==> src/rtl/logic_unit_pkg.sv <==
// Shared constants and types for the arbitrated bitwise logic unit.
package logic_unit_pkg;

    localparam int W = 20;

    localparam logic [1:0] OP_AND  = 2'b00;
    localparam logic [1:0] OP_OR   = 2'b01;
    localparam logic [1:0] OP_XOR  = 2'b10;
    localparam logic [1:0] OP_NAND = 2'b11;

    typedef enum logic [1:0] {
        S_IDLE = 2'd0,
        S_BUSY = 2'd1,
        S_DONE = 2'd2
    } state_t;

endpackage

==> src/rtl/logic_unit_w.sv <==
// Combinational W-bit bitwise logic unit: AND, OR, XOR, NAND.
module logic_unit_w #(
    parameter int W = logic_unit_pkg::W
) (
    input  logic [W-1:0] a,
    input  logic [W-1:0] b,
    input  logic [1:0]   op,
    output logic [W-1:0] y
);
    import logic_unit_pkg::*;

    always_comb begin
        // NOTE: y gets a default before the case so no path can leave it unassigned and infer a latch.
        y = '0;
        case (op)
            OP_AND:  y = a & b;
            OP_OR:   y = a | b;
            OP_XOR:  y = a ^ b;
            OP_NAND: y = ~(a & b);
            default: y = '0;
        endcase
    end

endmodule

==> src/rtl/logic_unit_arbiter.sv <==
// Round-robin arbiter sharing one registered bitwise logic unit between two requesters.
module logic_unit_arbiter #(
    parameter int W     = logic_unit_pkg::W,
    parameter int CNT_W = 16
) (
    input  logic             clk,
    input  logic             rst,
    input  logic             req0,
    input  logic [W-1:0]     a0,
    input  logic [W-1:0]     b0,
    input  logic [1:0]       op0,
    input  logic             req1,
    input  logic [W-1:0]     a1,
    input  logic [W-1:0]     b1,
    input  logic [1:0]       op1,
    output logic             ack0,
    output logic             ack1,
    output logic [W-1:0]     result,
    output logic             busy,
    output logic             gnt,
    output logic [CNT_W-1:0] op_count
);
    import logic_unit_pkg::*;

    state_t       state;
    logic         last_gnt;
    logic         winner;
    logic         grant;
    logic [W-1:0] a_q;
    logic [W-1:0] b_q;
    logic [1:0]   op_q;
    logic [W-1:0] y;

    // On a tie the requester that did not win last time is served.
    always_comb begin
        winner = (req0 && req1) ? ~last_gnt : req1;
        grant  = (state == S_IDLE) && (req0 || req1);
    end

    // NOTE: operand registers carry no reset; they are always loaded at the grant before being consumed.
    always_ff @(posedge clk) begin
        if (grant) begin
            a_q  <= winner ? a1  : a0;
            b_q  <= winner ? b1  : b0;
            op_q <= winner ? op1 : op0;
        end
    end

    logic_unit_w #(.W(W)) u_logic_unit (
        .a  (a_q),
        .b  (b_q),
        .op (op_q),
        .y  (y)
    );

    // NOTE: non-blocking assignments so every register samples pre-edge values regardless of statement order.
    always_ff @(posedge clk) begin
        if (rst) begin
            state    <= S_IDLE;
            last_gnt <= 1'b1;
            gnt      <= 1'b0;
            result   <= '0;
            op_count <= '0;
        end else begin
            case (state)
                S_IDLE: begin
                    if (grant) begin
                        gnt      <= winner;
                        last_gnt <= winner;
                        state    <= S_BUSY;
                    end
                end
                S_BUSY: begin
                    result <= y;
                    state  <= S_DONE;
                end
                S_DONE: begin
                    op_count <= op_count + 1'b1;
                    state    <= S_IDLE;
                end
                default: state <= S_IDLE;
            endcase
        end
    end

    assign busy = (state != S_IDLE);
    assign ack0 = (state == S_DONE) && !gnt;
    assign ack1 = (state == S_DONE) &&  gnt;

endmodule
==> config.mk <==
export PLATFORM = sky130hd
export DESIGN_NAME = logic_unit_arbiter
export DESIGN_NICKNAME = d
export VERILOG_FILES = /design/src/rtl/logic_unit_pkg.sv /design/src/rtl/logic_unit_w.sv /design/src/rtl/logic_unit_arbiter.sv
export SDC_FILE = /design/constraint.sdc
export NUM_CORES = 1
export LEC_CHECK = 0
export CORE_MARGIN = 1
export CORE_UTILIZATION = 48
export DETAILED_ROUTE_END_ITERATION = 16
export GPL_ROUTABILITY_DRIVEN = 0
export PLACE_DENSITY = 0.8
export SLEW_MARGIN = 0
export SYNTH_ARGS = -nofsm -noshare
export SYNTH_HDL_FRONTEND = slang
export SYNTH_SLANG_ARGS = --single-unit
export TNS_END_PERCENT = 1
==> constraint.sdc <==
create_clock -name clk -period 3.3 [get_ports clk]
set_input_delay 0.66 -clock clk [delete_from_list [all_inputs] [get_ports clk]]
set_output_delay 0.66 -clock clk [all_outputs]
set_load 0.005 [all_outputs]
==> impl_metrics.csv, run 1 <==
group,metric,value,unit
worst_setup_path,crit_path_frequent_cell,"nor2b_1",
power,vdd.ir_drop.worst,0.000202,V
synthesis,warnings_synthesis,0,
worst_setup_path,max_stage_delay,0.50,ns
synthesis,synth_simple_gate_area_share,0.135,
synthesis,syn-mean-instance-area,10.1,um2
clocking,tritoncts,"yes",
worst_setup_path,worstPathMaxFanout,7,
global_route,global_route_wire_length_before_repair,15600,um
global_route,grt.total_usage,0.200,
synthesis,compound_cell_area_share_of_the_yosys_netlist,0.103,
worst_setup_path,worstSetupEndpointType,"output pin",
synthesis,mux_cell_area_share_after_synthesis,0.118,
timing,timing.final.setup_violations,0,
timing,slew_headroom,0.341,
timing,period_share,0.742,
power,powerDensity,418,nW/um2
worst_setup_path,critPathSlowestCell,"clkdlybuf4s50_1",
job,timing.max_cap.violations,0,
drt,vias_after_detailed_routing,3599,
run_status,run_status,"completed",
drt,total_wire_length_after_detailed_routing,9520,um
power,power.static_leakage,2.43,nW
timing,worst_slew_pin_slew,0.988,ns
final_layout,final_core_util,0.664,
final_layout,most_common_library_cell_in_the_layout_ignoring_fill_and_taps,"clkdlybuf4s50_1",
timing,unrepaired_setup_endpoints_after_global_routing,"no",
drt,post-route-drc-count,0,
synthesis,mappedNetlistArea,4540,um2
drt,detail-route-antenna-nets,0,
clocking,root_buffer,"clkbuf_8",
synthesis,synth_top_family_by_area,"simple AND/OR/NAND/NOR gates",
power,p_clk_frac,0.295,
synthesis,register_area_share_after_synthesis,0.454,
timing,report.final.slew_viol_count,0,
power,total_switching_power,677,uW
synthesis,unique_cell_type_count_in_the_yosys_netlist,37,
final_layout,most-common-layout-cells,"clkdlybuf4s50_1 (126), nor2_1 (73), inv_1 (46)",
global_route,via_count_of_the_first_global_routing_pass,3628,
worst_setup_path,worstPathCellList,"nor2b_1 > nor2b_1 > clkdlybuf4s50_1",
worst_setup_path,worstPathArrival,1.79,ns
timing,clock-skew-final,0.0140,ns
timing,max_clock_freq,0.409,GHz
clocking,post_cts_buffers,0,
floorplan,die_y,99.3,um
worst_setup_path,critPathKind,"flop to output pin",
global_route,grt_max_degree,77,
final_layout,num-nets-final,698,
timing,timing.setup.tns,0,ns
clocking,ctsHtreeMaxLevel,3,
worst_setup_path,crit_path_start_kind,"flop",
clocking,ctsLongestPathBuffers,2,
synthesis,syn_nets,581,
power,sequentialPowerShare,0.482,
clocking,tritoncts_num_sinks,82,
timing,hold_violations,0,
power,int_pwr,1.87,mW
final_layout,fillerInstances,748,
worst_setup_path,cp_data_required_time,2.64,ns
drt,routedWlPerCell,13.9,um
floorplan,dieArea,9860,um2
clocking,clk-insertion-delay-late,0.35,ns
floorplan,effective_utilization_at_floorplan,0.494,
timing,finalWorstPathRequiredPeriod,2.45,ns
clocking,cts_buffers,9,
global_route,global_route.overflow_total,0,
floorplan,rows,35,
clocking,ctsResizeCount,0,
drt,via_per_inst,5.25,
drt,drt_pass1_iterations,4,
placed_design,place.port_buffers,127,
placed_design,detailed_place_hpwl,6820,um
clocking,cts.reportedPaths.clkPinSlew,0.09,ns
final_layout,areaGrowthSynthToFinish,34.3,%
drt,detail_route.iter0.violations,88,
synthesis,share_of_the_synthesized_netlist_area_taken_by_xor_and_xnor_gates,0.0173,
synthesis,synth-seq-cells,82,
synthesis,synth_async_sr_flop_share,0,
clocking,postCtsHoldBufs,0,
floorplan,die_w,99.3,um
global_route,number_of_antenna_violations_at_the_first_check_in_global_routing,0,
synthesis,postSynthCellCount,452,
floorplan,boundaryPins,128,
power,power.share.combinational,0.223,
min_path,holdCritPathClass,"flop to flop",
final_layout,antennaDiodeCount,0,
floorplan,placeable_area,9200,um2
synthesis,synth_edf_count,42,
final_layout,ff_latch_area,2060,um2
final_layout,layout-drive-gt1-share,0.120,
synthesis,ys_dominant_reg_cell,"edfxtp_1",
final_layout,footprint_of_the_multi_input_gates,2230,um2
synthesis,synth_fa_ha_area_frac,0.113,
power,switching_share,0.266,
-- power by group through the flow --
stage / clock network (mW) / registers [mW] / logic, mW
2_1_floorplan: 0 / 1.25 / 0.333
3_3_place_gp: 0 / 1.25 / 0.543
3_5_place_dp: 0 / 1.26 / 0.571
4_1_cts: 0.763 / 1.23 / 0.576
5_1_grt: 0.803 / 1.24 / 0.637
6_report: 0.753 / 1.23 / 0.568
-- final cells by class --
class / instances / area share
tap: 111 / 0.0228
sequential: 82 / 0.338
inverter: 46 / 0.0283
clock buffer: 12 / 0.0254
timing repair buffer: 131 / 0.212
multi-input combinational: 299 / 0.365
clock inverter: 4 / 0.00820
-- routing by layer --
layer,vias up,global-route usage,part of all wire
li1,1813,-,-
met1,1684,0.201,0.39
met2,84,0.401,0.56
met3,18,0.0253,0.029
met4,0,0.101,0.028
met5,-,0,0
-- metrics by stage --
stage | std cells | power [mW] | setup slack, ns | cell area, um2 | hold WS (ns)
6_report | 685 | 2.55 | 0.852 | 6100 | 0.492
5_1_grt | 685 | 2.68 | 0.715 | 6100 | 0.503
4_1_cts | 685 | 2.57 | 0.819 | 6100 | 0.487
3_5_place_dp | 669 | 1.83 | 0.797 | 5900 | 0.475
3_3_place_gp | 669 | 1.79 | 0.858 | 5900 | 0.466
2_1_floorplan | 452 | 1.58 | 0.373 | 4540 | 0.453
-- synthesized netlist by cell type, types with 3 or more instances --
library cell,instances,share of area
buf_1,4,0.0033
buf_2,7,0.0077
inv_1,46,0.038
o21ai_0,3,0.0033
xor2_1,7,0.013
nor2_1,74,0.061
a211oi_1,38,0.063
nor2b_1,6,0.0083
a21oi_1,20,0.022
ha_1,41,0.11
mux2_2,43,0.11
nand2_1,10,0.0083
edfxtp_1,42,0.28
clkbuf_1,14,0.012
mux2i_1,5,0.011
dfxtp_1,40,0.18
nand3_1,4,0.0044
nor3_1,22,0.024
nand4_1,3,0.0041
-- final timing paths --
| kind | start | to | slack [ns] | depth (start not counted) |
|---|---|---|---|---|
| max | state[1]$_SDFFE_PP0P_ | ack0 | 0.85 | 3 |
| min | result[13]$_SDFFE_PP0N_ | result[13]$_SDFFE_PP0N_ | 0.49 | 2 |
| max reg2reg | op_q[0]$_DFFE_PP_ | result[7]$_SDFFE_PP0N_ | 1.55 | 5 |
| min reg2reg | result[13]$_SDFFE_PP0N_ | result[13]$_SDFFE_PP0N_ | 0.49 | 2 |
-- flip-flops by register name, summed over array words and instances (netlist names) --
register / count
last_gnt: 1
result: 20
op_q: 2
gnt: 1
op_count: 16
b_q: 20
a_q: 20
state: 2
-- worst max-delay path: cells and delay by family, from the launching register on --
kind	cells	cell delay (ns)
DFF	1	0.42
and+or+nand+nor	2	0.51
buffers and inverters	1	0.50
-- logic make-up (layout without fill, tap and decap cells) --
group / after synthesis / after routing
buffers and inverters: 71 / 193
AOI/OAI and AO/OA: 69 / 69
adders and majority gates: 41 / 41
muxes: 48 / 48
and+or+nand+nor: 132 / 132
DFF: 82 / 82
xor gates and xnor gates: 9 / 9
Note: power is estimated with default switching activity, not from simulation.
==> run 2, diff against run 1 <==
--- a/config.mk
+++ b/config.mk
@@ -6,10 +6,10 @@
 export NUM_CORES = 1
 export LEC_CHECK = 0
 export CORE_MARGIN = 1
-export CORE_UTILIZATION = 48
+export CORE_UTILIZATION = 44
 export DETAILED_ROUTE_END_ITERATION = 16
 export GPL_ROUTABILITY_DRIVEN = 0
-export PLACE_DENSITY = 0.8
+export PLACE_DENSITY = 0.77
 export SLEW_MARGIN = 0
 export SYNTH_ARGS = -nofsm -noshare
 export SYNTH_HDL_FRONTEND = slang
==> constraint.sdc (replaced) <==
create_clock -name clk -period 2.05 [get_ports clk]
set_input_delay 0.41 -clock clk [delete_from_list [all_inputs] [get_ports clk]]
set_output_delay 0.41 -clock clk [all_outputs]
set_load 0.005 [all_outputs]
==> run 2 against run 1 <==
  * Via count grew 0.11%
  * Core utilization shrank 3.7 points
  * First-iteration DRC count shrank 25%
  * Cell count grew 4.2%
  * Worst setup slack lost 0.79 ns
  * Critical path depth is the same
  * Power grew 55%
  * Non-clock buffer count grew 7
  * Sequential power grew 62%
  * Clock skew shrank 0.0044 ns
  * Combinational power grew 67%
  * Clock power grew 37%
  * Critical path type unchanged
==> impl_metrics.csv, run 2 (synthesized netlist as in run 1, its figures left out) <==
group,metric,value,unit
run_status,run_status,"completed",
worst_setup_path,worstSetupEndpointType,"output pin",
job,timing.max_cap.violations,0,
worst_setup_path,timing.critical_path.from,"state[1]$_SDFFE_PP0P_",
drt,detail_route.iter0.violations,66,
worst_setup_path,max_stage_delay,0.50,ns
worst_setup_path,critical_path.reg2reg.endpoint,"op_count[11]$_SDFFE_PP0N_",
power,vdd.ir_drop.worst,0.000326,V
floorplan,placeable_area,9910,um2
global_route,global_route_wire_length_before_repair,16200,um
global_route,grt_max_degree,77,
timing,finalWorstPathRequiredPeriod,1.99,ns
worst_setup_path,ff2ff_setup_slack,0.47,ns
min_path,hp-start,"rst",
drt,post-route-drc-count,0,
clocking,clk-insertion-delay-late,0.35,ns
timing,period_share,0.968,
final_layout,layout-drive-gt1-share,0.138,
timing,timing.final.setup_violations,0,
clocking,tritoncts_num_sinks,82,
final_layout,most-common-layout-cells,"clkdlybuf4s50_1 (126), nor2_1 (72), inv_1 (46)",
power,power.static_leakage,2.47,nW
clocking,post_cts_buffers,0,
drt,via_per_inst,5.05,
floorplan,die_w,104,um
worst_setup_path,crit_path_start_kind,"flop",
timing,slew_headroom,0.622,
floorplan,rows,36,
worst_setup_path,timing.critical_path.to,"ack0",
floorplan,boundaryPins,128,
min_path,holdCritPathClass,"input pin to flop",
clocking,tritoncts,"yes",
global_route,grt.total_usage,0.188,
drt,vias_after_detailed_routing,3603,
worst_setup_path,worstPathArrival,1.58,ns
timing,unrepaired_setup_endpoints_after_global_routing,"yes",
final_layout,num-nets-final,705,
global_route,number_of_antenna_violations_at_the_first_check_in_global_routing,0,
clocking,ctsHtreeMaxLevel,3,
drt,routedWlPerCell,13.5,um
power,powerDensity,639,nW/um2
global_route,global_route.overflow_total,0,
floorplan,dieArea,10700,um2
worst_setup_path,reg2regPathDepth,4,
timing,clock-skew-final,0.00959,ns
final_layout,most_common_library_cell_in_the_layout_ignoring_fill_and_taps,"clkdlybuf4s50_1",
worst_setup_path,cp_data_required_time,1.64,ns
power,power,3.96,mW
final_layout,final_cells,714,
drt,detail-route-antenna-nets,0,
clocking,cts_buffers,9,
floorplan,effective_utilization_at_floorplan,0.459,
worst_setup_path,critical_path.reg2reg.startpoint,"op_count[3]$_SDFFE_PP0N_",
clocking,postCtsHoldBufs,0,
timing,report.final.slew_viol_count,0,
timing,hold_violations,0,
worst_setup_path,worstPathCellList,"nor2b_2 > nor2b_1 > clkdlybuf4s50_1",
timing,worst_slew_pin_slew,0.567,ns
global_route,via_count_of_the_first_global_routing_pass,3678,
final_layout,areaGrowthSynthToFinish,36.6,%
clocking,cts.reportedPaths.clkPinSlew,0.08,ns
drt,total_wire_length_after_detailed_routing,9620,um
final_layout,antennaDiodeCount,0,
clocking,root_buffer,"clkbuf_8",
placed_design,place.port_buffers,127,
timing,max_clock_freq,0.504,GHz
floorplan,die_y,104,um
worst_setup_path,worstPathMaxFanout,7,
placed_design,numPlacedInstances,698,
final_layout,biggestRegsByFlops,"a_q: 20 flops, b_q: 20 flops, result: 20 flops",
placed_design,detailed_place_hpwl,7260,um
worst_setup_path,critPathSlowestCell,"clkdlybuf4s50_1",
drt,drt_pass1_iterations,4,
worst_setup_path,critPathKind,"flop to output pin",
clocking,ctsLongestPathBuffers,2,
## run 2: routing by layer
| metal | wire length, um | track usage |
|---|---|---|
| met5 | 0 | 0 |
| met4 | 253 | 0.0880 |
| met3 | 346 | 0.0315 |
| met2 | 5260 | 0.369 |
| met1 | 3760 | 0.192 |
## run 2: worst min path at each step
stage | end | slack (ns) | depth (start not counted)
global route | op_count[12]$_SDFFE_PP0N_ | 0.47 | 2
detailed placement | result[13]$_SDFFE_PP0N_ | 0.47 | 2
global placement | result[13]$_SDFFE_PP0N_ | 0.47 | 2
floorplan | result[13]$_SDFFE_PP0N_ | 0.45 | 2
finish | op_count[12]$_SDFFE_PP0N_ | 0.45 | 2
CTS | op_count[12]$_SDFFE_PP0N_ | 0.44 | 2
## run 2: power by group
group | internal, mW | switching, mW
clock network | 0.435 | 0.596
registers | 1.90 | 0.0869
logic | 0.521 | 0.428
total | 2.85 | 1.11
## run 2: critical path: cells and delay by family, from the launching register on
kind / cells / cell delay [ns]
buffers and inverters: 1 / 0.50
flip-flops: 1 / 0.40
AND/OR/NAND/NOR: 2 / 0.34
## run 2: through the flow
step	setup WS [ns]	instance area, um2	utilization	hold WS (ns)	TNS, ns
after floorplan	0.338	4550	-	0.453	0
after global placement	0.0643	6030	0.608	0.466	0
after detailed placement	0.0184	6030	0.608	0.467	0
after CTS	0.00767	6200	0.626	0.437	0
after global routing	-0.00975	6210	0.626	0.471	-0.0186
final	0.0648	6210	0.626	0.450	0
## run 2: area by class of cell
cell class,count,area (um2)
Clock inverter,7,46.3
Inverter,46,173
Fill cell,861,3700
Multi-Input combinational cell,299,2230
Sequential cell,82,2060
Timing Repair Buffer,138,1400
Tap cell,133,166
Clock buffer,9,124
## run 2: timing repair
| item | in CTS | in global routing |
|---|---|---|
| gates cloned | 0 | 0 |
| endpoints found under the setup margin | 3 | 3 |
| gates resized for setup | 1 | 3 |
